## src/rtl/alu_arbiter.sv

```systemverilog
// Round-robin arbiter sharing one combinational ALU between two requesters.
// Optional grant counters: define ALU_ARB_STATS_EN.
module alu_arbiter #(
  parameter int WIDTH   = 32,
  parameter int OPW     = 3,
  parameter int ALU_LAT = 1
) (
  input  logic             clk,
  input  logic             rst_n,
  input  logic             req0_valid,
  output logic             req0_ready,
  input  logic [OPW-1:0]   req0_opcode,
  input  logic [WIDTH-1:0] req0_a,
  input  logic [WIDTH-1:0] req0_b,
  input  logic             req1_valid,
  output logic             req1_ready,
  input  logic [OPW-1:0]   req1_opcode,
  input  logic [WIDTH-1:0] req1_a,
  input  logic [WIDTH-1:0] req1_b,
  output logic [OPW-1:0]   alu_opcode,
  output logic [WIDTH-1:0] alu_a,
  output logic [WIDTH-1:0] alu_b,
  input  logic [WIDTH-1:0] alu_result,
  input  logic             alu_overflow,
  input  logic             alu_carry,
  output logic             rsp_valid,
  input  logic             rsp_ready,
  output logic             rsp_id,
  output logic [WIDTH-1:0] rsp_result,
  output logic             rsp_overflow,
  output logic             rsp_carry,
  output logic             rsp_zero
`ifdef ALU_ARB_STATS_EN
  ,
  output logic [15:0]      grant_cnt0,
  output logic [15:0]      grant_cnt1
`endif
);

  localparam int LAT = (ALU_LAT < 1) ? 1 : ALU_LAT;
  localparam int CW  = (LAT > 1) ? $clog2(LAT) : 1;
  localparam logic [CW-1:0] CINIT = CW'(LAT - 1);

  typedef enum logic [1:0] {
    IDLE,
    WAIT,
    RESP
  } state_t;

  state_t        state;
  logic          last_grant;
  logic          id;
  logic [CW-1:0] cnt;
  logic          gnt0;
  logic          gnt1;
  logic          hs;
  logic          flag_en;

  // Tie goes to the requester that was not granted last.
  always_comb begin
    gnt0 = 1'b0;
    gnt1 = 1'b0;
    if (state == IDLE) begin
      unique case (1'b1)
        req0_valid && req1_valid: begin
          gnt0 = last_grant;
          gnt1 = !last_grant;
        end
        req0_valid && !req1_valid: gnt0 = 1'b1;
        !req0_valid && req1_valid: gnt1 = 1'b1;
        default: ;
      endcase
    end
  end

  assign req0_ready = gnt0;
  assign req1_ready = gnt1;
  assign hs         = gnt0 | gnt1;

  // Only add, subtract and add-with-carry report flags.
  assign flag_en = (alu_opcode == OPW'(3'b010))
                 | (alu_opcode == OPW'(3'b100))
                 | (alu_opcode == OPW'(3'b111));

  always_ff @(posedge clk or negedge rst_n) begin
    if (!rst_n) begin
      state        <= IDLE;
      last_grant   <= 1'b1;
      id           <= 1'b0;
      cnt          <= '0;
      alu_opcode   <= '0;
      alu_a        <= '0;
      alu_b        <= '0;
      rsp_valid    <= 1'b0;
      rsp_id       <= 1'b0;
      rsp_result   <= '0;
      rsp_overflow <= 1'b0;
      rsp_carry    <= 1'b0;
      rsp_zero     <= 1'b0;
    end else begin
      unique case (state)
        IDLE: begin
          if (hs) begin
            alu_opcode <= gnt1 ? req1_opcode : req0_opcode;
            alu_a      <= gnt1 ? req1_a : req0_a;
            alu_b      <= gnt1 ? req1_b : req0_b;
            id         <= gnt1;
            last_grant <= gnt1;
            cnt        <= CINIT;
            state      <= WAIT;
          end
        end
        WAIT: begin
          if (cnt == '0) begin
            rsp_result   <= alu_result;
            rsp_zero     <= (alu_result == '0);
            rsp_overflow <= flag_en & alu_overflow;
            rsp_carry    <= flag_en & alu_carry;
            rsp_id       <= id;
            rsp_valid    <= 1'b1;
            state        <= RESP;
          end else begin
            cnt <= cnt - CW'(1);
          end
        end
        RESP: begin
          if (rsp_ready) begin
            rsp_valid <= 1'b0;
            state     <= IDLE;
          end
        end
        default: state <= IDLE;
      endcase
    end
  end

`ifdef ALU_ARB_STATS_EN
  always_ff @(posedge clk or negedge rst_n) begin
    if (!rst_n) begin
      grant_cnt0 <= '0;
      grant_cnt1 <= '0;
    end else begin
      if (gnt0 && grant_cnt0 != 16'hFFFF)
        grant_cnt0 <= grant_cnt0 + 16'd1;
      if (gnt1 && grant_cnt1 != 16'hFFFF)
        grant_cnt1 <= grant_cnt1 + 16'd1;
    end
  end
`endif

endmodule

```

## config.mk

```make
export PLATFORM = sky130hd
export DESIGN_NAME = alu_arbiter
export DESIGN_NICKNAME = d
export VERILOG_FILES = /design/src/rtl/alu_arbiter.sv
export SDC_FILE = /design/constraint.sdc
export NUM_CORES = 1
export LEC_CHECK = 0
export CAP_MARGIN = 20
export CORE_MARGIN = 2
export CORE_UTILIZATION = 43
export CTS_BUF_LIST = sky130_fd_sc_hd__clkbuf_8
export DETAILED_ROUTE_END_ITERATION = 16
export PLACE_DENSITY = 0.85
export SYNTH_ARGS = -nofsm -noshare
export SYNTH_HDL_FRONTEND = slang
export SYNTH_SLANG_ARGS = --single-unit
```

## constraint.sdc

```tcl
create_clock -name clk -period 4.1 [get_ports clk]
set_input_delay 0.41 -clock clk [delete_from_list [all_inputs] [get_ports clk]]
set_output_delay 0.41 -clock clk [all_outputs]
set_load 0.005 [all_outputs]
```

# After elaboration in Yosys (flattened, before gate mapping)
# Cells that the tools add are included.
[word_totals]
mem_bits_ro = 0
out_inout_bits = 106
inputBits = 173
mem_count = 0
elab_cells = 60
ramBits = 0
latch_bits = 0
ff_bits = 109
[op_classes]
shift = 0
reduce_logical = 15
bitwise = 6
addsub = 1
multipliers = 0
n_div = 0
mux = 17
eq_ne = 8
magnitude_cmp = 0
[op_table]
columns = ["operator", "count"]
rows = [
  ["32-bit 2-to-1 mux", 2],
  ["32-bit logical NOT", 1],
  ["1-bit one-hot mux with 2 select lines", 4],
  ["3-bit == test (second input constant)", 2],
  ["1-bit 2-to-1 mux", 6],
  ["2-bit 2-to-1 mux", 3],
  ["2-bit != test (second input constant)", 3],
  ["2-bit one-hot mux with 3 select lines", 1],
  ["2-bit AND reduction", 3],
  ["3-bit AND reduction", 2],
  ["2-bit nonzero test", 2],
  ["3-bit by 2-bit == test with 1-bit output (second input constant)", 1],
  ["1-bit logical AND", 3],
  ["1-bit logical NOT", 3],
  ["3-bit 2-to-1 mux", 1],
  ["1-bit OR", 3],
  ["1-bit AND", 2],
  ["2-bit by 1-bit == test with 1-bit output (second input constant)", 1],
  ["2-bit == test (second input constant)", 1],
  ["2-bit logical NOT", 1],
  ["1-bit NOT", 1],
  ["1-bit subtractor (second input constant)", 1],
]

# Longest topological paths before layout
# Gate-level depths: netlist of run 1.
[depth]
depth_word = 7
depth_mapped = 8
mapped_depth_nobuf = 3

# Worst setup path after synthesis of run 1
# OpenSTA, ideal clock, no wires.
[synth_timing]
kind = "input to register"
from = "input req1_valid"
to = "register alu_a[12]"
arrival_ns = 1.476
cell_stages = 8
path_buffers = 5
slack_ns = 2.542
setup_time_ns = 0.082
required_time_ns = 4.018
cell_sequence = "buf_2 -> or2_1 -> buf_2 -> and2_4 -> buf_6 -> buf_6 -> buf_6 -> a31oi_1"
[synth_via]
elab_chain_cells = 6
word_cells_on_any_way = 11
classes_between = "5 x mux; 1 x bitwise; 5 x reduce/logical"
[synth_rtl]
columns = ["element", "line", "text"]
rows = [
  ["from (decl)", "15", "input logic req1_valid,"],
  ["1-bit logical NOT", "69", "req0_valid && !req1_valid: gnt0 = 1'b1;"],
  ["1-bit logical AND", "69", ""],
  ["1-bit one-hot mux with 2 select lines", "64", "unique case (1'b1)"],
  ["1-bit 2-to-1 mux", "63", "if (state == IDLE) begin"],
  ["1-bit OR", "78", "assign hs = gnt0 | gnt1;"],
  ["2-bit AND reduction (no line)", "n/a", ""],
  ["to (signal assigned)", "105", "alu_a <= gnt1 ? req1_a : req0_a;"],
  ["to (decl)", "21", "output logic [WIDTH-1:0] alu_a,"],
]
# Parallel ways exist; a longest one is shown, timed or not.
# A chain may end at the register's enable or synchronous reset.

# Final worst setup path of run 1
[layout_timing]
from = "input req0_valid"
to = "output req1_ready"
[layout_via]
elab_chain_cells = 4
word_cells_on_any_way = 5
classes_between = "2 x mux; 3 x reduce/logical"
[layout_rtl]
columns = ["element", "line", "text"]
rows = [
  ["from (decl)", "10", "input logic req0_valid,"],
  ["1-bit logical NOT", "70", "!req0_valid && req1_valid: gnt1 = 1'b1;"],
  ["1-bit logical AND", "70", ""],
  ["1-bit one-hot mux with 2 select lines (*)", "64", ""],
  ["1-bit 2-to-1 mux (*)", "63", ""],
  ["to (decl)", "16", "output logic req1_ready,"],
]
# Every way passes the cells marked *; elsewhere a longest branch is shown, timed or not.

==> results of run 1 <==
## synth_stat cells
library cell	instances
a211oi_2	1
o21ai_0	58
and2_4	1
a21o_1	2
a211o_1	1
dfrtp_1	107
nand2_1	104
o21ai_1	13
nor2_2	1
dfstp_2	1
buf_6	4
nor2_1	2
o211ai_1	1
inv_1	2
nand4_1	2
or2_1	1
nor2b_1	1
buf_2	11
xnor2_1	1
nor4_1	8
nand3_1	68
o21a_1	1
clkbuf_1	44
buf_1	2
a31oi_1	67
inv_2	1
a21oi_1	68
o31ai_1	1
nand2b_1	2
## registers in the layout (all words and copies together) (netlist names), 2 cells and up
register    flops
alu_opcode      3
alu_a          32
alu_b          32
rsp_result     32
state           2
## critical path, delay by kind of cell
kind | cells | cell delay, ns
AOI/OAI and AO/OA | 1 | 0.77
and+or+nand+nor | 1 | 0.36
buffers and inverters | 2 | 1.10
## cells in the final DEF, fill, tap and decap left out, types with 2 or more instances in the layout
master           instances
a21o_1                   2
a21oi_1                 68
a31oi_1                 67
buf_4                    8
clkbuf_8                11
clkdlybuf4s50_1        276
dfrtp_1                107
inv_1                    6
nand2_1                104
nand2b_1                 2
nand3_1                 68
nand4_1                  2
nor2_1                   2
nor4_1                   8
o21ai_0                 58
o21ai_1                 13
## stage by stage
| step | hold slack (ns) | utilization | total power, mW |
|---|---|---|---|
| floorplan | 0.1144 | - | 3.216 |
| global placement | 0.4567 | 0.6815 | 4.688 |
| detailed placement | 0.4645 | 0.6815 | 4.790 |
| CTS | 0.2449 | 0.6967 | 5.383 |
| global route | 0.4301 | 0.7000 | 5.745 |
| finish | 0.4238 | 0.7000 | 5.373 |
## worst min path at each step
| stage | start | slack, ns | cells after the start | endpoint |
|---|---|---|---|---|
| 6_report | rst_n | 0.42 | 2 | rsp_result[0] |
| 5_1_grt | rst_n | 0.43 | 2 | rsp_result[0] |
| 4_1_cts | rst_n | 0.24 | 1 | rsp_result[8] |
| 3_5_place_dp | rsp_result[21] | 0.46 | 2 | rsp_result[21] |
| 3_3_place_gp | rsp_result[30] | 0.46 | 2 | rsp_result[30] |
| 2_1_floorplan | rst_n | 0.11 | 0 | alu_a[0] |
## what timing repair did
action | 4_1_cts | 5_1_grt
hold buffers | 0 | 1
endpoints found under the hold margin | 0 | 5
endpoints found under the setup margin | 0 | 0
## power by group through the flow
stage / registers (mW) / logic (mW) / clock network [mW]
5_1_grt: 1.99 / 3.11 / 0.642
3_3_place_gp: 1.91 / 2.77 / 0
2_1_floorplan: 1.94 / 1.28 / 0
6_report: 1.93 / 2.85 / 0.590
3_5_place_dp: 1.95 / 2.84 / 0
4_1_cts: 1.93 / 2.85 / 0.601
## layer usage
layer / up-vias / global-route usage / share of wire
met5: - / 0 / 0
met4: 0 / 0.1114 / 0.030
met3: 44 / 0.06641 / 0.095
met2: 309 / 0.4562 / 0.49
met1: 2619 / 0.3333 / 0.38
li1: 2527 / - / -
## kinds of logic after synthesis
logic type             share of synthesized area
flip-flops                                0.5396
AND/OR/NAND/NOR                           0.1678
buffers and inverters                    0.05668
XOR/XNOR                                0.001748
AO/OA/AOI/OAI                             0.2342
## cell type report
type / count / share of cell area
multi-input cells: 404 / 0.2552
clock inverters: 5 / 0.002818
clock buffers: 11 / 0.01894
well taps: 143 / 0.02239
repair buffers: 288 / 0.3610
inverters: 3 / 0.001409
flip-flops and latches: 108 / 0.3383
==> out/qor.yml, run 1 <==
status: "complete, no violations"
synth_top_cell_by_area: "dfrtp_1"
htree_levels: 3
antenna_found_initial: 0
combPwrFrac: 0.531
detail-route-antenna-nets: 0
start_util: 0.4389
drive_gt1_frac: 0.03785
fmax_mhz: 327.8
clock_sinks: 108
final.period_utilization: 0.7441
r2r-start: "state[0]"
hold_viol: 0
cts_made_buffers: 9
fin_area_sq_mm: 0.007993
worstMarginPinSlew_ns: 1.103
grt-ovfl-total: 0
power.density_mw_per_mm2: 672.2
viasPerCell: 5.716
setup_tns_ns: 0
pin_count: 279
coreArea_sq_mm: 0.01142
pre_cts_ws_ns: 1.103
end_kind: "output pin"
seqCellArea_sq_mm: 0.002704
vias: 5499
multi_input_area_sq_mm: 0.002039
reg2reg_setup_slack_ns: 1.97
cts_resized: 0
synthCells: 576
p_int_mw: 3.320
cts-root-buf: "clkbuf_8"
path_cells: "clkdlybuf4s50_1, a211o_2, nor2_1, clkdlybuf4s50_1"
path_clk_slew_ns: 0.10
instances_no_fill: 962
max_cap_viol_count: 0
yosysWarnings: 0
critPathMaxFanout: 68
cts_setup_buffers: 0
path_common_cell: "clkdlybuf4s50_1"
drt-pass1-iter-count: 5
period_needed_ns: 3.051
synth.area.top_cells: "dfrtp_1 (53%), a31oi_1 (8.4%), nand2_1 (7.8%), a21oi_1 (6.8%), nand3_1 (6.8%)"
cts_tree: "yes"
reg2reg_depth: 4
yosysTopAreaCellShare: 0.5343
grt_max_degree: 81
hpwl_um: 12080
cp-startpoint: "req0_valid"
crit_slowest_cell: "a211o_2"
worst_r2r_endpoint: "alu_a[30]"
switching_share: 0.3820
vdd_drop_max_v: 0.0005738
p_seq_frac: 0.359
yosysSeqAreaShare: 0.5396
route.detailed.drc: 0
synth_fp_nets: 749
die_y_um: 112.0
ys_types: 29
row_count: 39
grt_usage: 0.2701
die_w_um: 112.0
dieArea_sq_mm: 0.01253
p_leak_nw: 3.188
grt_pass1_vias: 5473
final-max-slew-violation-count: 0
syn2layout_area_growth_pct: 59.50
setup_violations: 0
clock_latency_ns: 0.37
grt_pass1_wl_um: 27250
placed_area_sq_mm: 0.007781
port_buffers: 278
postRouteWirelength_um: 17500
wire_per_inst_um: 18.19
cp.arrival_ns: 2.64
path_class: "in2out"
startpoint_type: "primary input"
p_sw_mw: 2.052
power.share.clock: 0.110
slew_headroom: 0.2648
max_stage_delay_ns: 0.77
worstHoldPathType: "in2async"
synth.avg_cell_area_sq_um: 8.700
initialDrtViolationCount: 622
rsz0062_at_grt: "no"
setup.worst_path.end: "req1_ready"
num_antenna_cells: 0
netlist_area_sq_mm: 0.005011
placed_cells: 944
fillers: 864
ys_ff_latch: 108
fin_ws_ns: 1.049
clock_path_buffers: 2
finalWeightedCongestion: 0.9099
critical_path_required_ns: 3.69
skew_ns: 0.01822
layout.nets: 987
Power figures use the tool's default switching activity.
==> inputs of run 2 (changes only) <==
--- a/config.mk
+++ b/config.mk
@@ -7,10 +7,10 @@
 export LEC_CHECK = 0
 export CAP_MARGIN = 20
 export CORE_MARGIN = 2
-export CORE_UTILIZATION = 43
+export CORE_UTILIZATION = 40
 export CTS_BUF_LIST = sky130_fd_sc_hd__clkbuf_8
 export DETAILED_ROUTE_END_ITERATION = 16
-export PLACE_DENSITY = 0.85
+export PLACE_DENSITY = 0.8
 export SYNTH_ARGS = -nofsm -noshare
 export SYNTH_HDL_FRONTEND = slang
 export SYNTH_SLANG_ARGS = --single-unit
==> constraint.sdc (replaced) <==
create_clock -name clk -period 2.99 [get_ports clk]
set_input_delay 0.299 -clock clk [delete_from_list [all_inputs] [get_ports clk]]
set_output_delay 0.299 -clock clk [all_outputs]
set_load 0.005 [all_outputs]
==> out/qor.yml, run 2 (same netlist as run 1, synthesis figures left out) <==
final-max-slew-violation-count: 0  # unchanged
period_needed_ns: 2.325
worstHoldPathType: "in2async"  # unchanged
fmax_mhz: 430.1
route.detailed.drc: 0  # unchanged
vdd_drop_max_v: 0.0005604  # was 0.0005738 V
finalWeightedCongestion: 0.8288  # was 0.9099
drt-pass1-iter-count: 5  # unchanged
layout.nets: 992  # was 987
start_util: 0.4137  # was 0.4389
routed-wl-met2_um: 8660  # was 8621 um
startpoint_type: "register"  # was primary input
cts_setup_buffers: 0  # unchanged
row_count: 40  # was 39
dr.max_layer_used: "met4"  # unchanged
reg2reg_depth: 4  # unchanged
hold_buffers: 1  # was 0
status: "complete, no violations"  # unchanged
max_stage_delay_ns: 0.58  # was 0.77 ns
end_kind: "output pin"  # unchanged
placed_area_sq_mm: 0.007865  # was 0.007781 sq mm
clock_sinks: 108  # unchanged
grt_pass1_vias: 5581  # was 5,473
hpwl_um: 12580  # was 12,080 um
rsz0062_at_grt: "no"  # unchanged
cts_made_buffers: 9  # unchanged
reg2reg_setup_slack_ns: 0.83  # was 1.97 ns
layout_common_cells: "clkdlybuf4s50_1 (276), dfrtp_1 (107), nand2_1 (104), nand3_1 (68), a21oi_1 (68)"  # unchanged
clock_path_buffers: 2  # unchanged
skew_ns: 0.01150  # was 0.01822 ns
crit_slowest_cell: "clkdlybuf4s50_1"  # was a211o_2
worst_r2r_endpoint: "alu_a[25]"  # was alu_a[30]
slew_headroom: 0.5031  # was 0.2648
num_antenna_cells: 0  # unchanged
max_cap_viol_count: 0  # unchanged
die_y_um: 115.9  # was 112.0 um
fillers: 999  # was 864
viasPerCell: 5.608  # was 5.716
setup.worst_path.end: "req1_ready"  # unchanged
path_clk_slew_ns: 0.10  # about the same
setup_violations: 0  # unchanged
port_buffers: 278  # unchanged
top_regs: "alu_a (32), alu_b (32), rsp_result (32)"  # unchanged
vias: 5552  # was 5,499
p_leak_nw: 3.201  # was 3.188 nW
final.period_utilization: 0.7775
wire_per_inst_um: 18.16  # was 18.19 um
grt-ovfl-total: 0  # unchanged
critPathMaxFanout: 8  # was 68
worstMarginPinSlew_ns: 0.7453  # was 1.103 ns
htree_levels: 3  # unchanged
dieArea_sq_mm: 0.01344  # was 0.01253 sq mm
cts-root-buf: "clkbuf_8"  # unchanged
detail-route-antenna-nets: 0  # unchanged
grt_usage: 0.2622  # was 0.2701
critical_path_required_ns: 2.69  # was 3.69 ns
cp.arrival_ns: 2.03  # was 2.64 ns
cts_resized: 0  # unchanged
initialDrtViolationCount: 360  # was 622
cts_tree: "yes"  # unchanged
dr_wl_met3_um: 1680  # was 1656 um
drive_gt1_frac: 0.04623  # was 0.03785
pin_count: 279  # unchanged
syn2layout_area_growth_pct: 60.65  # was 59.50%
power.density_mw_per_mm2: 921.4  # was 672.2 mW/mm^2
hold_viol: 0  # unchanged
die_w_um: 115.9  # was 112.0 um
antenna_found_initial: 0  # unchanged
fin_area_sq_mm: 0.008050  # was 0.007993 sq mm
path_class: "reg2out"  # was in2out
r2r-start: "state[1]"  # was state[0]
coreArea_sq_mm: 0.01211  # was 0.01142 sq mm
p_total_mw: 7.417  # was 5.373 mW
path_cells: "a211o_2, nor2_1, clkdlybuf4s50_1"  # was clkdlybuf4s50_1, a211o_2, nor2_1, clkdlybuf4s50_1
grt_max_degree: 69  # was 81
cp-startpoint: "state[0]"  # was req0_valid
clock_latency_ns: 0.37  # about the same
grt_pass1_wl_um: 27520  # was 27,250 um
met1_length_um: 7042  # was 6694 um
setup_tns_ns: 0  # unchanged
mostFrequentLayoutCell: "clkdlybuf4s50_1"  # unchanged
postRouteWirelength_um: 17980  # was 17,500 um
-- run 2: where the power goes --
group | leakage, nW | switching [mW] | internal (mW)
sequential | 1.25 | 0.458 | 2.20
clock | 0.0941 | 0.476 | 0.361
combinational | 1.86 | 1.90 | 2.03
total | 3.20 | 2.83 | 4.58
-- run 2: worst min path at each step --
stage                        from  cells after the start  slack [ns]       endpoint
global placement    rsp_result[8]                      2        0.46  rsp_result[8]
CTS                    req1_valid                      4        0.44       alu_b[5]
floorplan                   rst_n                      0       0.003       alu_a[0]
global route                rst_n                      2        0.49  rsp_result[3]
finish                      rst_n                      2        0.45  rsp_result[8]
detailed placement          rst_n                      1        0.31  rsp_result[3]
-- run 2: final cells by class --
cell class	instances	area [sq um]	share of cell area
Tap cell	168	210.2	0.02611
Multi-Input combinational cell	404	2039	0.2533
Sequential cell	108	2704	0.3359
Inverter	3	11.26	0.001399
Clock buffer	12	165.2	0.02052
Timing Repair Buffer	293	2910	0.3615
Clock inverter	2	10.01	0.001243
-- run 2: through the flow --
stage,setup WS (ns),hold slack (ns),instances,util
detailed placement,0.7417,0.3092,975,0.6494
global route,0.5386,0.4888,990,0.6647
floorplan,1.496,0.003409,576,-
global placement,0.7814,0.4559,974,0.6471
CTS,0.6509,0.4403,990,0.6647
finish,0.6652,0.4539,990,0.6647
-- run 2: layer usage --
| layer | up-vias | global-route usage |
|---|---|---|
| li1 | 2532 | - |
| met1 | 2680 | 0.3144 |
| met2 | 294 | 0.4480 |
| met3 | 46 | 0.07061 |
| met4 | 0 | 0.1087 |
| met5 | - | 0 |
-- run 2: worst max-delay path: cells and delay by family, from the launching register on --
family / cells / cell delay (ns)
AO/OA/AOI/OAI: 1 / 0.37
flip-flops: 1 / 0.53
AND/OR/NAND/NOR: 1 / 0.19
buffers and inverters: 1 / 0.58
